$ cat src/rtl/fetch_unit.sv
// ---------------------------------------------------------------------------
// fetch_unit
//
// Decoupled instruction-fetch stage. Holds the program counter, issues
// requests to instruction memory over a valid/ready channel, accepts in-order
// responses of any latency and buffers {instr, pc} pairs in a prefetch FIFO
// that feeds decode. A redirect flushes the FIFO, restarts fetch at the new
// address and marks every in-flight response as stale so it is discarded.
//
// Ports
//   clk, rst           clock, synchronous active-high reset
//   redirect_valid     taken branch/jump this cycle
//   redirect_addr      new fetch PC (used unmodified)
//   imem_req_valid     request valid (credit-gated, combinational)
//   imem_req_ready     memory accepts request
//   imem_req_addr      request address (= current pc)
//   imem_rsp_valid     response valid, strictly in request order
//   imem_rsp_data      instruction word
//   out_valid          FIFO head valid to decode
//   out_ready          decode accepts head
//   out_instr, out_pc  head instruction and its PC
//   out_pc_next        out_pc + PC_STEP
//   fifo_count         occupied FIFO entries
// ---------------------------------------------------------------------------
module fetch_unit #(
  parameter int          ADDR_W     = 32,
  parameter int          INSTR_W    = 32,
  parameter logic [31:0] RESET_PC   = 32'h0040_0000,
  parameter int          PC_STEP    = 4,
  parameter int          FIFO_DEPTH = 4
) (
  input  logic                            clk,
  input  logic                            rst,
  input  logic                            redirect_valid,
  input  logic [ADDR_W-1:0]               redirect_addr,
  output logic                            imem_req_valid,
  input  logic                            imem_req_ready,
  output logic [ADDR_W-1:0]               imem_req_addr,
  input  logic                            imem_rsp_valid,
  input  logic [INSTR_W-1:0]              imem_rsp_data,
  output logic                            out_valid,
  input  logic                            out_ready,
  output logic [INSTR_W-1:0]              out_instr,
  output logic [ADDR_W-1:0]               out_pc,
  output logic [ADDR_W-1:0]               out_pc_next,
  output logic [$clog2(FIFO_DEPTH):0]     fifo_count
);

  localparam int                PTR_W      = $clog2(FIFO_DEPTH);
  localparam int                CNT_W      = PTR_W + 1;
  localparam logic [ADDR_W-1:0] RESET_ADDR = ADDR_W'(RESET_PC);
  localparam logic [ADDR_W-1:0] STEP       = ADDR_W'(PC_STEP);
  localparam logic [CNT_W:0]    DEPTH      = (CNT_W+1)'(FIFO_DEPTH);

  logic [ADDR_W-1:0]  pc;
  logic [ADDR_W-1:0]  rsp_pc;
  logic [CNT_W-1:0]   outstanding;
  logic [CNT_W-1:0]   drop_cnt;
  logic [CNT_W-1:0]   count;
  logic [PTR_W-1:0]   rd_ptr;
  logic [PTR_W-1:0]   wr_ptr;
  logic [INSTR_W-1:0] instr_mem [FIFO_DEPTH];
  logic [ADDR_W-1:0]  pc_mem    [FIFO_DEPTH];

  logic               credit_ok;
  logic               req_fire;
  logic               push;
  logic               pop;
  logic [CNT_W-1:0]   outstanding_nxt;

  // Credit: every accepted request owns a FIFO slot, so a push can never
  // find the FIFO full.
  assign credit_ok      = ({1'b0, count} + {1'b0, outstanding}) < DEPTH;
  assign imem_req_valid = !rst && !redirect_valid && credit_ok;
  assign imem_req_addr  = pc;

  assign out_valid   = (count != {CNT_W{1'b0}});
  assign out_instr   = instr_mem[rd_ptr];
  assign out_pc      = pc_mem[rd_ptr];
  assign out_pc_next = pc_mem[rd_ptr] + STEP;
  assign fifo_count  = count;

  // Handshake decode; redirect overrides both FIFO push and pop.
  always_comb begin
    req_fire        = imem_req_valid && imem_req_ready;
    push            = 1'b0;
    pop             = 1'b0;
    outstanding_nxt = outstanding + CNT_W'(req_fire) - CNT_W'(imem_rsp_valid);
    if (redirect_valid) begin
      push = 1'b0;
      pop  = 1'b0;
    end else begin
      push = imem_rsp_valid && (drop_cnt == {CNT_W{1'b0}});
      pop  = out_valid && out_ready;
    end
  end

  // Control state: pc, rsp_pc, outstanding/drop counters and FIFO pointers.
  always_ff @(posedge clk) begin
    if (rst) begin
      pc          <= RESET_ADDR;
      rsp_pc      <= RESET_ADDR;
      outstanding <= {CNT_W{1'b0}};
      drop_cnt    <= {CNT_W{1'b0}};
      count       <= {CNT_W{1'b0}};
      rd_ptr      <= {PTR_W{1'b0}};
      wr_ptr      <= {PTR_W{1'b0}};
    end else begin
      outstanding <= outstanding_nxt;
      if (redirect_valid) begin
        pc       <= redirect_addr;
        rsp_pc   <= redirect_addr;
        // Stale requests are already part of outstanding, so after a
        // redirect every still-pending response is stale; a response
        // arriving this cycle is itself discarded.
        drop_cnt <= outstanding - CNT_W'(imem_rsp_valid);
        count    <= {CNT_W{1'b0}};
        rd_ptr   <= {PTR_W{1'b0}};
        wr_ptr   <= {PTR_W{1'b0}};
      end else begin
        if (req_fire) begin
          pc <= pc + STEP;
        end else begin
          pc <= pc;
        end
        if (imem_rsp_valid && (drop_cnt != {CNT_W{1'b0}})) begin
          drop_cnt <= drop_cnt - CNT_W'(1);
        end else begin
          drop_cnt <= drop_cnt;
        end
        if (push) begin
          rsp_pc <= rsp_pc + STEP;
          wr_ptr <= wr_ptr + PTR_W'(1);
        end else begin
          rsp_pc <= rsp_pc;
          wr_ptr <= wr_ptr;
        end
        if (pop) begin
          rd_ptr <= rd_ptr + PTR_W'(1);
        end else begin
          rd_ptr <= rd_ptr;
        end
        count <= count + CNT_W'(push) - CNT_W'(pop);
      end
    end
  end

  // FIFO storage: data only, validity is tracked by count/pointers.
  always_ff @(posedge clk) begin
    if (push) begin
      instr_mem[wr_ptr] <= imem_rsp_data;
      pc_mem[wr_ptr]    <= rsp_pc;
    end
  end

endmodule
$ cat config.mk
export PLATFORM = sky130hd
export DESIGN_NAME = fetch_unit
export DESIGN_NICKNAME = d
export VERILOG_FILES = /design/src/rtl/fetch_unit.sv
export SDC_FILE = /design/constraint.sdc
export NUM_CORES = 1
export LEC_CHECK = 0
export CAP_MARGIN = 0
export CORE_ASPECT_RATIO = 1.4
export CORE_MARGIN = 2
export CORE_UTILIZATION = 40
export CTS_BUF_LIST = sky130_fd_sc_hd__clkbuf_16
export DETAILED_ROUTE_END_ITERATION = 10
export GPL_TIMING_DRIVEN = 1
export PLACE_DENSITY = 0.71
export SLEW_MARGIN = 30
export SYNTH_ARGS = -nofsm -noshare
export SYNTH_HDL_FRONTEND = slang
export SYNTH_SLANG_ARGS = --single-unit
$ cat constraint.sdc
create_clock -name clk -period 4.3 [get_ports clk]
set_input_delay 0.43 -clock clk [delete_from_list [all_inputs] [get_ports clk]]
set_output_delay 0.43 -clock clk [all_outputs]
set_load 0.005 [all_outputs]
# Word level (Yosys, flattened, before mapping)

Memory sizes are Yosys's and may differ from the RTL's. A register that Yosys moved wholly into a read port is not among the register bits.
Cells that the tools add are included.

Flip-flop bits (word level): 77
Bits in latches: 0
Memory bits (writable): 256
Bits in read-only memories: 0
Input port bits: 70
Output and inout port bits: 133
Logic and storage cells: 51
Memories kept: 2

Memories:

| name      | depth | width | read ports | clocked after Yosys merged registers in | write ports | RTL line | source |
|---|---|---|---|---|---|---|---|
| instr_mem | 4     | 32    | 1          | 1                                       | 1           | 62       | `logic [INSTR_W-1:0] instr_mem [FIFO_DEPTH];` |
| pc_mem    | 4     | 32    | 1          | 1                                       | 1           | 63       | `logic [ADDR_W-1:0] pc_mem [FIFO_DEPTH];` |

Add/subtract/negate cells: 12
Multiply operators: 0
Div/mod/pow operators: 0
$lt $le $gt $ge: 1
Equal/unequal tests: 0
Shift-type cells: 0
Mux-type cells: 14
Bitwise logic cells: 0
Reduce and logical (&&, ||, !) cells: 15

Operator list:

| kind                    | number |
|---|---|
| $mux W32                | 4 |
| $add A32 B3 Y32 const B | 3 |
| $sub A3 B1 Y3           | 3 |
| $mux W2                 | 4 |
| $add A3 B1 Y3           | 2 |
| $logic_and A1 B1 Y1     | 6 |
| $mux W3                 | 2 |
| $reduce_bool A2 Y1      | 3 |
| $reduce_bool A3 Y1      | 2 |
| $add A2 B1 Y2 const B   | 2 |
| $add A3 B3 Y4           | 1 |
| $lt A4 B3 Y1 const B    | 1 |
| $mux W1                 | 4 |
| $logic_not A3 Y1        | 1 |
| $sub A3 B1 Y3 const B   | 1 |
| $logic_not A1 Y1        | 2 |
| $reduce_or A2 Y1        | 1 |

# Depth between registers and ports, before layout

Gate-level depths: netlist of run 1.

Word-level depth: 6
Depth in mapped cells: 14
Gate-level depth less buffers: 12

# Worst setup path before layout of run 1

No wires, ideal clock.

Kind: register -> register
From: reg drop_cnt[0]
To: mem instr_mem[0][0], enable pin
Setup time: 429 ps
Arrival: 2,594 ps
Data required time: 3,871 ps
Setup slack: 1,277 ps
Stages on the path, launching flop included: 6
Path buffers: 1
Period minus slack after synthesis: 3,023 ps
Cell sequence: dfxtp_1 > inv_1 > ha_1 > and3b_1 > clkbuf_1 > and3_1

Word-level cells in the longest chain between the ends: 5

Ends and longest elaborated chain:

| what                          | RTL line | source |
|---|---|---|
| start, declared               | 58       | `logic [CNT_W-1:0] drop_cnt;` |
| start signal, assigned        | 104      | `drop_cnt <= {CNT_W{1'b0}};` |
| start signal, assigned        | 116      | `drop_cnt <= outstanding - CNT_W'(imem_rsp_valid);` |
| start signal, assigned        | 127      | `drop_cnt <= drop_cnt - CNT_W'(1);` |
| $logic_not A3 Y1              | 93       | `push = imem_rsp_valid && (drop_cnt == {CNT_W{1'b0}});` |
| $logic_and A1 B1 Y1           | 93       |  |
| $mux W1                       | 89       | `if (redirect_valid) begin` |
| $mux W1                       | 150      | `if (push) begin` |
| $mux W1 (not written as such) | 151      | `instr_mem[wr_ptr] <= imem_rsp_data;` |
| end, declared                 | 62       |  |

Every way passes these cells.

==> key figures, run 1 <==
STA
  – Tmin final: slightly below 4000 ps
  – Worst-margin pin slew: about 870 ps
  – Fin. max-slew vios: 0
  – Max Fclk: around 250 MHz
  – Slew margin rel.: 41.8%
  – Final Hold Viols: 0
  – Hold Worst Slack: 461 ps
  – Layout Skew: ~24 ps
  – Period utilization: between 90% and 100%
  – Final setup fails: 0
  – RSZ-0062 raised after global routing: false
  – Post-route setup TNS: 0 ps

Power and ir drop
  – Maximum VDD drop: about 0.24 mV
  – P per Cell Area: between 300 and 400 nW/µm²
  – Total power: 7.12 mW
  – Leakage: just under 6 nW

Hold path
  – Tightest Hold Check Type: reg2reg

Yosys
  – Synthesized area per cell: approximately 15 µm²
  – Synth Register Bits: between 300 and 400
  – Yosys top cell by area: edfxtp_1
  – Synth cell types: 64
  – Synth area leaders: edfxtp_1, dfxtp_1, mux4_2, xor2_1, nand2_1
  – Post-synthesis cell area: ~14,000 µm²
  – Seq/Total Area, Yosys: roughly two thirds
  – Cells after Synth: between 900 and 1,000
  – Yosys top cell area share: a little over half
  – Async SR Flop Fraction: 0%
  – Synthesized Nets: ~1,000
  – Post-synth EDFFs: 256
  – Ys Warns: 0
  – Top_reg_cell synth: edfxtp_1

Critical path
  – Crit-path cells: mux4_1 -> and4_2 -> nand4_4 -> nor3_2 -> xor2_1 -> clkdlybuf4s50_1
  – Critical path required time: approximately 3900 ps
  – Type of the worst setup path: reg2out
  – Crit path max-delay cell type: mux4_1
  – Critical Path Sink Type: primary output
  – Delay-heaviest family, CP: multiplexers
  – Worst path max stage delay: approximately 800 ps
  – WP buf/inv: 1
  – CP Max Fanout: 25
  – CP Launch Type: register
  – CP arrival: 3530 ps

Floorplanning
  – Core Area: 35,100 µm²
  – Cell row count: 81
  – I/O Pins: ~200
  – Starting Density: between 40% and 50%
  – Chip Width: roughly 160 µm
  – Die height: about 230 µm
  – Die ar.: approximately 37,000 µm²

Flow run
  – Max-cap violation count: 0

Detailed routing
  – DR iter-0 viols: a little over 600
  – Vias post-DR: about 9,000
  – WL final: between 30,000 and 40,000 µm
  – First-pass DRT Iterations: 5
  – DR vias/cell: between 5 and 6
  – DRC: 0
  – ANT nets after route: 0
  – Drt wl/cell: 20.2 µm

Layout
  – P&R area growth vs syn: 24.8%
  – Fill cells: 3,003
  – Multi-input gate area: about 4700 µm²
  – Ant diodes: 0
  – Nets: approximately 1,200
  – Flip-flop and latch area: 9270 µm²
  – Core Util, Final: around half
  – Layout cells sized above 1: between 10% and 20%

CTS
  – Clk sinks: 335
  – Root buffer cell: clkbuf_16
  – Post-cts sizing count: 0
  – CTS Hold Buffers Added: 0
  – Maximum clock path buffer count: 3
  – Setup Buffers After CTS: 0
  – Later-pin clock latency in the skew report: 520 ps
  – Cts bufs inserted: 34
  – Worst-path clk slew: approximately 60 ps
  – H-tree lvl count: 2
  – CTS tree: yes

Global route
  – Total track usage: 17.6%
  – Number of global-route vias before repair: about 9,000
  – Largest net degree at the start of global routing: 72
  – Initial antenna violation count: 0
  – First-pass GRT wire length: roughly 51,000 µm
  – Grt total ovfl: 0

Placement
  – Final HPWL DP: 22,400 µm
  – IO Port Bufs: 202
  – Gpl congestion: approximately 0.8

Status
  – Status: finished, final reports clean
==> layer usage <==
layer | wire length, µm | up-vias | global-route usage, %
met3 | 2070 | 54 | 3.43
met1 | 13400 | 4429 | 21.7
met2 | 16500 | 312 | 30.6
met4 | 1040 | 0 | 6.17
met5 | 0 | - | 0
li1 | - | 4096 | -
==> kinds of logic (layout without fill, tap and decap cells) <==
logic type               after synthesis  in the layout  share of synthesized area [%]
flip-flops                           335            335                           64.8
AND/OR/NAND/NOR                      272            272                           10.8
AO/OA/AOI/OAI                        112            112                           5.12
buffers and inverters                 78            302                           2.57
multiplexers                          72             72                           10.9
XOR/XNOR                              66             66                           4.04
adder cells (fa/ha/maj)               19             19                           1.77
==> power by group <==
part | total (mW) | switching, mW | internal (mW) | leakage (nW)
sequential | 3.70 | 0.100 | 3.60 | 2.99
clock | 2.76 | 1.16 | 1.60 | 0.548
combinational | 0.659 | 0.309 | 0.350 | 2.29
==> synthesized netlist by cell type (3+ instances only) <==
cell type and n:
a211oi_1 12, buf_4 3, clkbuf_1 24, or2_2 3
xnor2_1 25, o211ai_1 3, ha_1 17, edfxtp_1 256
xor2_1 41, and4_1 9, nor3_1 10, nor4_1 14
buf_6 4, a31oi_1 19, nand4b_1 4, a21oi_1 24
nor2_1 51, nand3b_1 3, o21ai_0 17, buf_2 14
and2_1 4, buf_1 6, inv_1 24, dfxtp_1 79
or3_1 10, and3_1 18, mux2i_1 3, mux4_1 7
a21boi_0 17, mux2_2 5, nor4_2 8, nand2_1 69
mux4_2 57, nor3_2 5, nand4_1 27, o21a_1 7
nand3_1 21
==> cell type report <==
class	instances	share of cell area (%)
Clock buffer	35	4.91
Clock inverter	24	0.954
Sequential cell	335	52.0
Timing Repair Buffer	217	12.2
Multi-Input combinational cell	541	26.2
Tap cell	456	3.20
Inverter	26	0.547
==> worst register-to-register path: cells and delay by family, from the launching register on <==
kind | cells | cell delay, ps
xor gates and xnor gates | 2 | 310
DFF | 1 | 440
buffers and inverters | 3 | 320
adders and majority gates | 4 | 1110
and+or+nand+nor | 2 | 370
AOI/OAI and AO/OA | 1 | 370
==> cells in the final DEF (no fill, tap or decap), types with 27 or more instances in the layout <==
| master | netlist | layout |
|---|---|---|
| xor2_1 | 41 | 41 |
| dfxtp_1 | 79 | 77 |
| mux4_2 | 57 | 57 |
| nand2_1 | 69 | 69 |
| clkdlybuf4s50_1 | 0 | 201 |
| nand4_1 | 27 | 27 |
| nor2_1 | 51 | 50 |
| inv_1 | 24 | 35 |
| clkbuf_16 | 0 | 35 |
| edfxtp_1 | 256 | 256 |
==> state kept, by name (all words and copies together), names as in the netlist, named ones only <==
register	cells
rsp_pc	32
instr_mem	128
rd_ptr	2
pc_mem	128
fifo_count	3
outstanding	3
wr_ptr	2
drop_cnt	3
imem_req_addr	32
==> per-stage QoR <==
| stage | setup slack, ps | cell area, µm² | cells |
|---|---|---|---|
| after floorplan | 1280 | 14300 | 954 |
| after global placement | 877 | 16800 | 1575 |
| after detailed placement | 847 | 16800 | 1575 |
| after CTS | 284 | 17800 | 1634 |
| after global routing | 142 | 17800 | 1634 |
| final | 342 | 17800 | 1634 |
==> path summary, 6_finish.rpt <==
check	from	to	slack (ps)	cells after the start
worst min register to register	imem_req_addr[1]$_SDFFE_PP0P_	imem_req_addr[1]$_SDFFE_PP0P_	460	2
worst max-delay path	register	out_pc_next[21]	340	6
worst max register to register	fifo_count[1]$_SDFF_PP0_	outstanding[2]$_SDFF_PP0_	1250	12
worst min-delay path	imem_req_addr[1]$_SDFFE_PP0P_	imem_req_addr[1]$_SDFFE_PP0P_	460	2
Power figures use the tool's default switching activity.
==> run 2: changes to the inputs <==
- CORE_MARGIN: 2 -> 1
==> run 2 against run 1 <==
Power decreased by 0.62%. Non-clock buffer count up 3. Clock-buffer cell count is 4 lower. Final cell count unchanged. Wire length barely moved. Largest cell class unchanged. Highest routed layer unchanged.
==> key figures, run 2 (synthesis results as in run 1) <==
Layout
  – Ant diodes: 0 (unchanged)
  – Nets: 1,243 (-0.080%)
  – Post-route cell area: 17,800 µm² (about the same)
  – Top flop regs: instr_mem: 128 flops, pc_mem: 128 flops
  – P&R area growth vs syn: 24.7% (about the same)
  – Fin cells: 1,634 (unchanged)
  – Layout cells sized above 1: 13.5% (+0.17 points)
  – Most common cell after layout, fill and taps aside: edfxtp_1
  – Most frequent cells in the layout: edfxtp_1, clkdlybuf4s50_1, dfxtp_1, nand2_1, mux4_2
  – Core Util, Final: 50.8% (about the same)
  – Fill cells: 2,979 (-0.80%)

Detailed routing
  – DR iter-0 viols: 578 (-4.6%)
  – WL final: 33,000 µm (about the same)
  – ANT nets after route: 0 (unchanged)
  – DRC: 0 (unchanged)
  – Vias post-DR: 8,830 (-0.69%)
  – First-pass DRT Iterations: 4 (-1)
  – Drt wl/cell: 20.2 µm (about the same)
  – DR vias/cell: 5.40 (-0.69%)

Power and ir drop
  – Part of the power in registers: 52.3% (+0.3 points)
  – Maximum VDD drop: 0.358 mV (+49%)
  – Psw: 1.58 mW (+0.27%)
  – Logic pwr share: 9.3% (about the same)
  – Leakage: 5.79 nW (-0.58%)
  – Clock power share: 38.4% (-0.4 points)
  – P per Cell Area: 397 nW/µm² (-0.54%)
  – Pint: 5.50 mW (-0.87%)
  – Sw Ratio: 22.3% (+0.20 points)

Global route
  – Number of global-route vias before repair: 8,978 (-0.61%)
  – Grt total ovfl: 0 (unchanged)
  – Total track usage: 18.2% (+0.59 points)
  – Initial antenna violation count: 0 (unchanged)
  – Largest net degree at the start of global routing: 68 (-5.6%)
  – First-pass GRT wire length: 51,200 µm (+1.1%)

Placement
  – Area after DPL: 16,800 µm² (+0.13%)
  – Cells after DPL: 1,578 (+0.19%)
  – Gpl congestion: 0.828 (+3.2%)
  – Final HPWL DP: 22,900 µm (+2.4%)
  – IO Port Bufs: 202 (unchanged)

Critical path
  – Critical R2R Launch: fifo_count[1]$_SDFF_PP0_
  – Reg2reg end: outstanding[2]$_SDFF_PP0_
  – CP arrival: 3570 ps (+40 ps)
  – CP Launch Type: register
  – R2r setup slk: 1290 ps (+40 ps)
  – Critical path required time: 3870 ps (about the same)
  – CP Max Fanout: 28 (+12%)
  – Worst R2R Path Depth: 12 (unchanged)
  – Critical Path End: out_pc_next[21]
  – Type of the worst setup path: reg2out
  – Critical Path Sink Type: primary output

STA
  – RSZ-0062 raised after global routing: false
  – Tmin final: 4000 ps (+47.3 ps)
  – Hold Worst Slack: 441 ps (-20.1 ps)
  – Layout Skew: 17.8 ps (-5.72 ps)
  – Post-route setup TNS: 0 ps (unchanged)
  – Max Fclk: 250 MHz (-1.2%)
  – Final Hold Viols: 0 (unchanged)
  – Period utilization: 93.1% (+1.1 points)
  – Final setup fails: 0 (unchanged)
  – Worst-margin pin slew: 1000 ps (+133 ps)
  – Slew margin rel.: 32.8% (-8.9 points)
  – Fin. max-slew vios: 0 (unchanged)

Status
  – Status: finished, final reports clean

CTS
  – Cts bufs inserted: 30 (-12%)
  – Root buffer cell: clkbuf_16
  – Clk sinks: 335 (unchanged)
  – Setup Buffers After CTS: 0 (unchanged)
  – CTS tree: yes
  – Later-pin clock latency in the skew report: 560 ps (+40 ps)
  – H-tree lvl count: 1 (-1)
  – Post-cts sizing count: 0 (unchanged)
  – Worst-path clk slew: 70 ps (about the same)
  – Maximum clock path buffer count: 3 (unchanged)
  – CTS Hold Buffers Added: 0 (unchanged)

Floorplanning
  – Die ar.: 36,500 µm² (-2.1%)
  – Core Area: 35,100 µm² (unchanged)
  – Die height: 226 µm (-0.88%)
  – I/O Pins: 203 (unchanged)
  – Starting Density: 40.8% (unchanged)
  – Chip Width: 162 µm (-1.2%)
  – Cell row count: 81 (unchanged)

Flow run
  – Max-cap violation count: 0 (unchanged)

Hold path
  – Tightest Hold Check Type: in2reg
[run 2: worst min path at each step]
stage | startpoint | endpoint | slack [ps] | cells after the start
2_1_floorplan | imem_req_addr[0]$_SDFFE_PP0P_ | imem_req_addr[0]$_SDFFE_PP0P_ | 450 | 2
3_3_place_gp | imem_req_addr[0]$_SDFFE_PP0P_ | imem_req_addr[0]$_SDFFE_PP0P_ | 450 | 2
3_5_place_dp | imem_req_addr[0]$_SDFFE_PP0P_ | imem_req_addr[0]$_SDFFE_PP0P_ | 450 | 2
4_1_cts | rst | register | 430 | 4
5_1_grt | redirect_addr[17] | imem_req_addr[17]$_SDFFE_PP0P_ | 450 | 3
6_report | rst | register | 440 | 4
[run 2: power by group through the flow]
| stage | clock (mW) | combinational (mW) | sequential [mW] |
|---|---|---|---|
| after global routing | 2.89 | 0.715 | 3.71 |
| after CTS | 2.77 | 0.666 | 3.70 |
| after floorplan | 0 | 0.321 | 3.74 |
| final | 2.72 | 0.658 | 3.70 |
| after global placement | 0 | 0.654 | 3.76 |
| after detailed placement | 0 | 0.662 | 3.77 |
[run 2: per-layer routing]
layer,vias up,wire [µm],part of all wire (%),track usage (%)
met5,-,0,0,0
met4,0,1130,3.4,6.91
met1,4392,13500,41,22.2
met3,53,1760,5.3,2.52
li1,4093,-,-,-
met2,292,16600,50,32.4
[run 2: per-stage QoR]
stage | total power, mW | worst slack (ps)
after global routing | 7.32 | 128
after floorplan | 4.06 | 1280
final | 7.08 | 295
after detailed placement | 4.43 | 852
after global placement | 4.41 | 861
after CTS | 7.14 | 245
[run 2: cell type report]
class | count | area (µm²) | area share [%]
multi-input cells | 541 | 4670 | 26.2
inverters | 26 | 97.6 | 0.547
clock inverters | 25 | 236 | 1.33
well taps | 456 | 571 | 3.20
clock buffers | 31 | 776 | 4.35
repair buffers | 220 | 2200 | 12.4
flip-flops and latches | 335 | 9270 | 52.0
[run 2: critical path, cell delays in order (launching register included)]
cell             delay, ps
dfxtp_4                700
mux4_1                 750
and4_2                 330
nand4_4                290
nor3_2                  70
xor2_1                 280
clkdlybuf4s50_1        570
==> run 3: changes to the inputs <==
- ABC_AREA: not set -> 1
- CORE_MARGIN: 1 -> 3
- PLACE_DENSITY: 0.71 -> 0.7
==> run 3 against run 2 <==
Non-clock buffer count fell by 1. Clock skew is essentially flat. Critical path depth rose by 6. Power increased by 5.8%. Worst setup slack lost 56 ps. Die area rose by 17%. First-iteration DRC count increased by 91%. Clock power rose by 12%. Largest power group unchanged.
==> key figures, run 3 <==
Power and ir drop
  – Leakage: 7.56 nW (+31%)
  – Psw: 1.78 mW (+13%)
  – Clock power share: 40.8% (+2.4 points)
  – Logic pwr share: 9.8% (+0.5 points)
  – Part of the power in registers: 49.4% (-2.9 points)
  – P per Cell Area: 378 nW/µm² (-4.7%)
  – Pint: 5.70 mW (+3.7%)
  – Total power: 7.49 mW (+5.8%)
  – Sw Ratio: 23.8% (+1.6 points)
  – Maximum VDD drop: 0.217 mV (-39%)

Layout
  – Post-route cell area: 19,800 µm² (+11%)
  – Layout cells sized above 1: 5.72% (-7.8 points)
  – Most frequent cells in the layout: nand2_1, edfxtp_1, nor2_1, clkdlybuf4s50_1, inv_1
  – Ant diodes: 0 (unchanged)
  – Nets: 2,110 (+70%)
  – Fill cells: 3,688 (+24%)
  – Core Util, Final: 50.0% (-0.87 points)
  – Top flop regs: instr_mem: 128 flops, pc_mem: 128 flops
  – Most common cell after layout, fill and taps aside: nand2_1
  – P&R area growth vs syn: 22.8%

Detailed routing
  – DR iter-0 viols: 1,102 (+91%)
  – Vias post-DR: 13,202 (+50%)
  – DRC: 0 (unchanged)
  – First-pass DRT Iterations: 5 (+1)
  – ANT nets after route: 0 (unchanged)
  – Drt wl/cell: 17.3 µm (-14%)
  – WL final: 44,500 µm (+35%)
  – DR vias/cell: 5.13 (-5.1%)

Yosys
  – Synthesized area per cell: 8.77 µm² (-41%)
  – Yosys top cell by area: edfxtp_1
  – Cells after Synth: 1,836 (+92%)
  – Ys Warns: 0 (unchanged)
  – Synth area leaders: edfxtp_1, nand2_1, dfxtp_1, nor2_1, nand3_1
  – Post-synthesis cell area: 16,100 µm² (+13%)
  – Post-synth EDFFs: 256 (unchanged)
  – Synth cell types: 35 (-45%)
  – Async SR Flop Fraction: 0% (unchanged)
  – Yosys top cell area share: 47.7% (-6.0 points)
  – Synthesized Nets: 1,925 (+85%)
  – Most common cell in the netlist: nand2_1
  – Synth cell count leaders: nand2_1, edfxtp_1, nor2_1, inv_1, nand3_1
  – Seq/Total Area, Yosys: 57.5% (-7.3 points)
  – Top_reg_cell synth: edfxtp_1
  – Synth Register Bits: 335 (unchanged)

Critical path
  – Critical path required time: 3870 ps (about the same)
  – Worst R2R Path Depth: 13 (+1)
  – CP Launch Type: register
  – Critical Path Sink Type: primary output
  – CP arrival: 3630 ps (+60 ps)
  – CP Max Fanout: 50 (+79%)
  – Type of the worst setup path: reg2out

Global route
  – GR Util met1: 25.8% (+3.6 points)
  – Grt total ovfl: 0 (unchanged)
  – Initial antenna violation count: 0 (unchanged)
  – Largest net degree at the start of global routing: 107 (+57%)
  – Met2 GRT Util: 35.0% (+2.6 points)
  – Gr busiest metal: met2
  – Number of global-route vias before repair: 12,733 (+42%)
  – First-pass GRT wire length: 69,100 µm (+35%)
  – Total track usage: 20.2% (+2.0 points)
  – GRT met3 Usage: 2.56% (+0.041 points)

Floorplanning
  – Chip Width: 176 µm (+8.5%)
  – Die height: 243 µm (+7.9%)
  – Core Area: 39,600 µm² (+13%)
  – Cell row count: 86 (+6.2%)
  – Die ar.: 42,700 µm² (+17%)
  – Starting Density: 40.7% (-0.094 points)
  – I/O Pins: 203 (unchanged)

CTS
  – Clk sinks: 335 (unchanged)
  – Later-pin clock latency in the skew report: 540 ps (-20 ps)
  – Cts bufs inserted: 34 (+13%)
  – CTS tree: yes
  – Setup Buffers After CTS: 0 (unchanged)
  – Worst-path clk slew: 60 ps (about the same)
  – H-tree lvl count: 2 (+1)
  – Root buffer cell: clkbuf_16
  – Maximum clock path buffer count: 3 (unchanged)

STA
  – Period utilization: 94.4% (+1.3 points)
  – Worst-margin pin slew: 862 ps (-141 ps)
  – Final setup fails: 0 (unchanged)
  – Final Hold Viols: 0 (unchanged)
  – Tmin final: 4060 ps (+55.6 ps)
  – Fin. max-slew vios: 0 (unchanged)
  – RSZ-0062 raised after global routing: false
  – Slew margin rel.: 42.5% (+9.7 points)
  – Final worst slack: 239 ps (-55.6 ps)
  – Post-route setup TNS: 0 ps (unchanged)
  – Max Fclk: 246 MHz (-1.4%)
  – Layout Skew: 18.3 ps (+0.488 ps)

Hold path
  – Tightest Hold Check Type: reg2reg
  – Worst hold path cell count: 2 (-2)

Status
  – Status: finished, final reports clean

Placement
  – Area after DPL: 18,600 µm² (+11%)
  – Gpl congestion: 0.951 (+15%)
  – Place WS: 716 ps (-136 ps)
  – Final HPWL DP: 30,800 µm (+34%)
  – IO Port Bufs: 202 (unchanged)

Flow run
  – Max-cap violation count: 0 (unchanged)
## run 3: changes by cell type in the layout (fill, tap and decap cells not counted), moves of 17 or more
| cell | before | now |
|---|---|---|
| inv_1 | 29 | 169 |
| mux4_2 | 57 | 0 |
| a21boi_0 | 17 | 0 |
| nand2_1 | 69 | 558 |
| a21oi_1 | 24 | 49 |
| nand3_1 | 21 | 128 |
| nor2_2 | 0 | 17 |
| o21ai_0 | 17 | 122 |
| nor2_1 | 51 | 211 |
| o22ai_1 | 1 | 37 |
| xnor2_1 | 25 | 4 |
## run 3: cell families after synthesis
kind of cell	count (synthesis)	share of synthesized area, %
AND/OR/NAND/NOR	968	24.6
flip-flops	335	57.5
buffers and inverters	242	6.44
AO/OA/AOI/OAI	238	8.02
XOR/XNOR	34	1.85
adder cells (fa/ha/maj)	19	1.57
## run 3: area by class of cell
class,count,area (µm²),area share (%)
flip-flops and latches,335,9270,46.9
clock inverters,28,319,1.61
well taps,528,661,3.34
multi-input cells,1259,5830,29.5
clock buffers,34,851,4.30
inverters,172,653,3.30
repair buffers,219,2200,11.1
## run 3: final timing paths
check / start / to / slack (ps)
max: register / out_pc_next[25] / 240
min: imem_req_addr[0]$_SDFFE_PP0P_ / imem_req_addr[0]$_SDFFE_PP0P_ / 460
max reg2reg: fifo_count[1]$_SDFF_PP0_ / outstanding[2]$_SDFF_PP0_ / 1730
min reg2reg: imem_req_addr[0]$_SDFFE_PP0P_ / imem_req_addr[0]$_SDFFE_PP0P_ / 460
## run 3: power groups by stage
| stage | registers [mW] | clock network, mW | logic, mW |
|---|---|---|---|
| finish | 3.69 | 3.06 | 0.734 |
| global route | 3.71 | 3.24 | 0.815 |
| CTS | 3.69 | 3.12 | 0.738 |
| detailed placement | 3.76 | 0 | 0.734 |
| global placement | 3.76 | 0 | 0.725 |
| floorplan | 3.74 | 0 | 0.360 |
## run 3: through the flow
stage / cells / hold WS (ps)
final: 2575 / 464
after global routing: 2575 / 487
after CTS: 2575 / 459
after detailed placement: 2513 / 458
after global placement: 2513 / 455
after floorplan: 1836 / 436
## run 3: worst max-delay path, stage by stage (launching register included)
cell	delay [ps]
dfxtp_2	440
inv_2	110
buf_4	460
buf_4	470
nand2_1	100
nand2_1	230
nand2_1	150
nor2_1	160
inv_1	60
nor2_1	120
nand4_1	90
nand2_1	110
clkdlybuf4s50_1	510
## run 3: what timing repair did
action | in CTS | in global routing
endpoints found under the setup margin | 0 | 12
hold buffers | 0 | 0
gates resized for setup | 0 | 2
## run 3: layer usage
metal / vias to the layer above / wire length (µm)
met4: 0 / 1480
met3: 81 / 2620
met5: - / 0
met1: 6175 / 18200
met2: 486 / 22200
li1: 6460 / -
